<file path="src/rtl/traffic_phase_scheduler.sv">
// Highway/country intersection phase controller.
// Tick-timed green/yellow/all-red sequencing with ped and preempt.
module traffic_phase_scheduler #(
  parameter int unsigned GREEN_MIN = 4,
  parameter int unsigned GREEN_MAX = 10,
  parameter int unsigned YELLOW_T  = 2,
  parameter int unsigned ALLRED_T  = 1,
  parameter int unsigned CNT_W     = 4
) (
  input  logic       clk,
  input  logic       reset,
  input  logic       tick,
  input  logic       car_x,
  input  logic       ped_req,
  input  logic       preempt,
  output logic [2:0] hwy,
  output logic [2:0] cntry,
  output logic       walk,
  output logic [2:0] phase
);

  typedef enum logic [2:0] {
    HG  = 3'd0,
    HY  = 3'd1,
    AR1 = 3'd2,
    CG  = 3'd3,
    CY  = 3'd4,
    AR2 = 3'd5
  } state_e;

  localparam logic [2:0] L_RED = 3'b001;
  localparam logic [2:0] L_YEL = 3'b010;
  localparam logic [2:0] L_GRN = 3'b100;

  localparam logic [CNT_W-1:0] T_GMIN = CNT_W'(GREEN_MIN);
  localparam logic [CNT_W-1:0] T_GMAX = CNT_W'(GREEN_MAX);
  localparam logic [CNT_W-1:0] T_YEL  = CNT_W'(YELLOW_T);
  localparam logic [CNT_W-1:0] T_AR   = CNT_W'(ALLRED_T);

  state_e           state_q, state_d;
  logic [CNT_W-1:0] tcnt_q, tcnt_d;
  logic             ped_q, ped_d;
  logic             wact_q, wact_d;
  logic             enter_cg, exit_cg;

  // State, dwell counter and pedestrian flags.
  always_ff @(posedge clk or posedge reset) begin
    if (reset) begin
      state_q <= HG;
      tcnt_q  <= '0;
      ped_q   <= 1'b0;
      wact_q  <= 1'b0;
    end else begin
      state_q <= state_d;
      tcnt_q  <= tcnt_d;
      ped_q   <= ped_d;
      wact_q  <= wact_d;
    end
  end

  // Next-state selection from dwell and demand.
  always_comb begin
    state_d = state_q;
    case (state_q)
      HG: begin
        if (tcnt_q >= T_GMIN && (car_x || ped_q) && !preempt)
          state_d = HY;
      end
      HY: begin
        if (tcnt_q >= T_YEL)
          state_d = AR1;
      end
      AR1: begin
        if (tcnt_q >= T_AR)
          state_d = preempt ? AR2 : CG;
      end
      CG: begin
        if (preempt || tcnt_q >= T_GMAX ||
            (tcnt_q >= T_GMIN && !car_x))
          state_d = CY;
      end
      CY: begin
        if (tcnt_q >= T_YEL)
          state_d = AR2;
      end
      AR2: begin
        if (tcnt_q >= T_AR)
          state_d = HG;
      end
      default: state_d = HG;
    endcase
  end

  // Dwell counter: clears on any state change, saturates.
  always_comb begin
    tcnt_d = tcnt_q;
    if (state_d != state_q)
      tcnt_d = '0;
    else if (tick && tcnt_q != '1)
      tcnt_d = tcnt_q + CNT_W'(1);
  end

  // Pedestrian request latch and walk grant for the country green.
  always_comb begin
    enter_cg = (state_q == AR1) && (state_d == CG);
    exit_cg  = (state_q == CG) && (state_d != CG);
    ped_d    = ped_q | ped_req;
    wact_d   = wact_q;
    if (enter_cg) begin
      wact_d = ped_q | ped_req;
      ped_d  = 1'b0;
    end else if (exit_cg) begin
      wact_d = 1'b0;
    end
  end

  // Moore lamp decode; illegal codes show all-red.
  always_comb begin
    hwy   = L_RED;
    cntry = L_RED;
    case (state_q)
      HG: hwy   = L_GRN;
      HY: hwy   = L_YEL;
      CG: cntry = L_GRN;
      CY: cntry = L_YEL;
      default: ;
    endcase
    walk  = (state_q == CG) && wact_q;
    phase = state_q;
  end

endmodule

</file>
<file path="config.mk">
export PLATFORM = sky130hd
export DESIGN_NAME = traffic_phase_scheduler
export DESIGN_NICKNAME = d
export VERILOG_FILES = /design/src/rtl/traffic_phase_scheduler.sv
export SDC_FILE = /design/constraint.sdc
export NUM_CORES = 1
export LEC_CHECK = 0
export ABC_CLOCK_PERIOD_IN_PS = 6200
export BUFFER_PORTS_ARGS = -buffer_cell sky130_fd_sc_hd__buf_2
export CAP_MARGIN = 25
export CORE_AREA = 3 3 40 42
export DETAILED_ROUTE_END_ITERATION = 8
export DIE_AREA = 0 0 43 45
export PLACE_DENSITY = 0.74
export SETUP_SLACK_MARGIN = 0.5
export SYNTH_ARGS = -nofsm -noshare
export SYNTH_HDL_FRONTEND = slang
export SYNTH_SLANG_ARGS = --single-unit
</file>
<file path="constraint.sdc">
create_clock -name clk -period 6.2 [get_ports clk]
set_input_delay 0.62 -clock clk [delete_from_list [all_inputs] [get_ports clk]]
set_output_delay 0.62 -clock clk [all_outputs]
set_load 0.01 [all_outputs]
</file>
==> flow_summary.yaml <==
outcome:
  status: "finished clean"
sta:
  fin_skew_ns: 0.00296
  rsz0062_at_grt: "no"
  maxSlewViolCount: 0
  finalHoldViolations: 0
  fmax_ghz: 0.458
  relSlewSlack_pct: 74.3
  worstMarginPinSlew_ns: 0.382
  layout_setup_ws_ns: 4.02
  period_minus_slack_ns: 2.18
  period_share_pct: 35.2
  setup_viol: 0
  setup_tns_ns: 0
placed_design:
  place_ws_ns: 4.03
  dp_hpwl_um: 1100
  place_congestion: 0.868
  io_buffers: 15
  placed_cell_area_um2: 744
layout:
  final_area_um2: 771
  area_growth_pct: 17.8
  antenna_cells: 0
  drive_gt1_share_pct: 30.8
  utilization_pct: 60.0
  final_nets: 102
  fillerInstances: 113
critical_path:
  crit_required_ns: 5.58
  r2r_start: "tcnt_q[1]$_DFFE_PP0P_"
  start_kind: "flip-flop"
  cp_cell_sequence: "nor2b_1 > and2_1 > nor2_1 > buf_2"
  r2r_setup_slack_ns: 4.04
  path_delay_family: "simple AND/OR/NAND/NOR gates"
  crit_slowest_cell: "dfrtp_1"
  critPathMaxStageDelay_ns: 0.51
  r2r-end: "tcnt_q[2]$_DFFE_PP0P_"
  worst_ep_arrival_time_ns: 1.56
  crit_fanout: 9
  reg2regPathDepth: 7
  path_class: "reg -> out"
  end_kind: "output pin"
  crit_buf_inv: 1
global_routing:
  gr-total-overflow: 0
  grt_pass1_vias: 516
  grt_first_pass_wirelength_um: 2310
  grt_max_degree: 13
  antenna_found_initial: 0
  grt.total_usage_pct: 15.4
logic_synthesis:
  synth_edf_count: 0
  synth_top_area_share_pct: 34.4
  synthTopCellsByCount: "nor2_1 (10), dfrtp_1 (9), a21oi_1 (6)"
  synth_area_leader_cell: "dfrtp_1"
  synthFlopType: "dfrtp_1"
  async_reset_ff_share_pct: 100
  ys_warn_count: 0
  ys_top_cells_by_area: "dfrtp_1 (34%), ha_1 (7.6%), nor2_1 (5.7%), a21oi_1 (4.6%), mux2i_1 (3.1%)"
  syn_avg_cell_area_um2: 8.96
  synth_fp_nets: 83
  synth.distinct_cells: 31
  syn_inst: 73
  synth_seq_cells: 9
  yosysMostFrequentCell: "nor2_1"
  syn_area_um2: 654
  yosysSeqAreaShare_pct: 34.4
route:
  routedWlPerCell_um: 12.6
  routed_wl_um: 1340
  drtIter0Drc: 12
  route.detailed.drc: 0
  first_pass_iters: 4
  via_per_inst: 5.40
  vias: 572
  drtAntennaViolNets: 0
power:
  p_seq_share_pct: 30.8
  internal-power_mw: 0.205
  leakage_nw: 0.382
  finalPower_mw: 0.368
  peakVddDrop_mv: 0.257
  p_switching_mw: 0.163
  p_per_area_nw_per_um2: 477
  switching_share_pct: 44.3
  pwr-share-clk_pct: 11.4
  combPwrFrac_pct: 57.7
floorplan:
  dieHeight_um: 45
  core_um2: 1280
  fp.dieW_um: 43
  start_util_pct: 50.9
  io_pins: 16
  dieArea_um2: 1940
  rows: 13
flow_run:
  cap_violations: 0
clock_tree:
  cts_resized: 0
  hold_buffers: 0
  cts_tree: "done"
  cts_buffers: 3
  ctsHtreeMaxLevel: 1
  cts.sinks: 9
  root_buffer: "clkbuf_4"
  clkLatencyLatePin_ns: 0.25
  cts.path.max_buffers: 2
  cts.clk_slew.worst_paths_ns: 0.06
  post-cts-setup-buffers: 0
min_path:
  hold_class: "in -> async"
[flip-flops by register name (all words and copies together) (netlist names)]
signal  cells
tcnt_q      4
ped_q       1
wact_q      1
phase       3
[area by class of cell]
type                       instances  area [um^2]  share of cell area [%]
clock buffer                       4         26.3                    3.41
sequential                         9          225                    29.2
inverter                           4         15.0                    1.95
tap                               15         18.8                    2.44
timing repair buffer              15         75.1                    9.74
multi-input combinational         59          410                    53.2
[cells by family (layout without fill, tap and decap cells)]
family / Yosys count / in the layout / synth area share (%)
buffers and inverters: 5 / 23 / 2.87
adder cells (fa/ha/maj): 4 / 4 / 7.65
flip-flops: 9 / 9 / 34.4
AND/OR/NAND/NOR: 35 / 35 / 31.2
XOR/XNOR: 1 / 1 / 1.34
multiplexers: 3 / 3 / 4.78
AO/OA/AOI/OAI: 16 / 16 / 17.8
[metrics by stage]
step | instances | hold WS, ns
finish | 106 | 0.307
global route | 106 | 0.331
CTS | 106 | 0.313
detailed placement | 102 | 0.568
global placement | 102 | 0.557
floorplan | 73 | 0.448
[per-layer routing]
layer	up-vias	share of wire, %	GRT usage [%]
met5	-	0	0
met1	262	48	22.1
met2	12	47	24.6
li1	298	-	-
met3	0	4.7	1.99
met4	0	0	4.22
[power by group through the flow]
stage	logic, mW	clock network [mW]	registers (mW)
after floorplan	0.159	0	0.106
after global placement	0.210	0	0.114
after detailed placement	0.214	0	0.115
after CTS	0.214	0.0448	0.114
after global routing	0.236	0.0470	0.121
final	0.212	0.0421	0.113
[cells in the final DEF (no fill, tap or decap), types with 2 or more instances in the layout]
cell and instances:
or2_2 3, nand3_1 3, o21ai_0 2, nand2_1 4
clkbuf_4 3, a21oi_1 6, dfrtp_1 9, and2_1 2
inv_1 4, ha_1 4, a31o_2 2, nor2_1 10
buf_2 15, nand2b_1 3, nor2b_1 2, mux2i_1 2
[how the worst max path moves through the flow]
stage                     slack [ns]  cells past startpoint             startpoint               endpoint
final                           4.02                      4     phase[1]$_DFF_PP0_               cntry[0]
after global routing            3.83                      4     phase[1]$_DFF_PP0_               cntry[0]
after CTS                       4.01                      4     phase[1]$_DFF_PP0_               cntry[0]
after detailed placement        4.03                      7  tcnt_q[1]$_DFFE_PP0P_  tcnt_q[2]$_DFFE_PP0P_
after global placement          4.11                      7  tcnt_q[1]$_DFFE_PP0P_  tcnt_q[2]$_DFFE_PP0P_
after floorplan                 4.19                      7  tcnt_q[1]$_DFFE_PP0P_  tcnt_q[2]$_DFFE_PP0P_
[worst reg2reg max path, cell delays in order, from the launching register on]
cell       delay, ns
dfrtp_1         0.47
inv_1           0.10
ha_1            0.20
or4b_4          0.54
a32o_2          0.30
nor3_4          0.13
a2bb2oi_2       0.22
nor3_1          0.08
No activity file was read; power rests on OpenSTA's default activity.
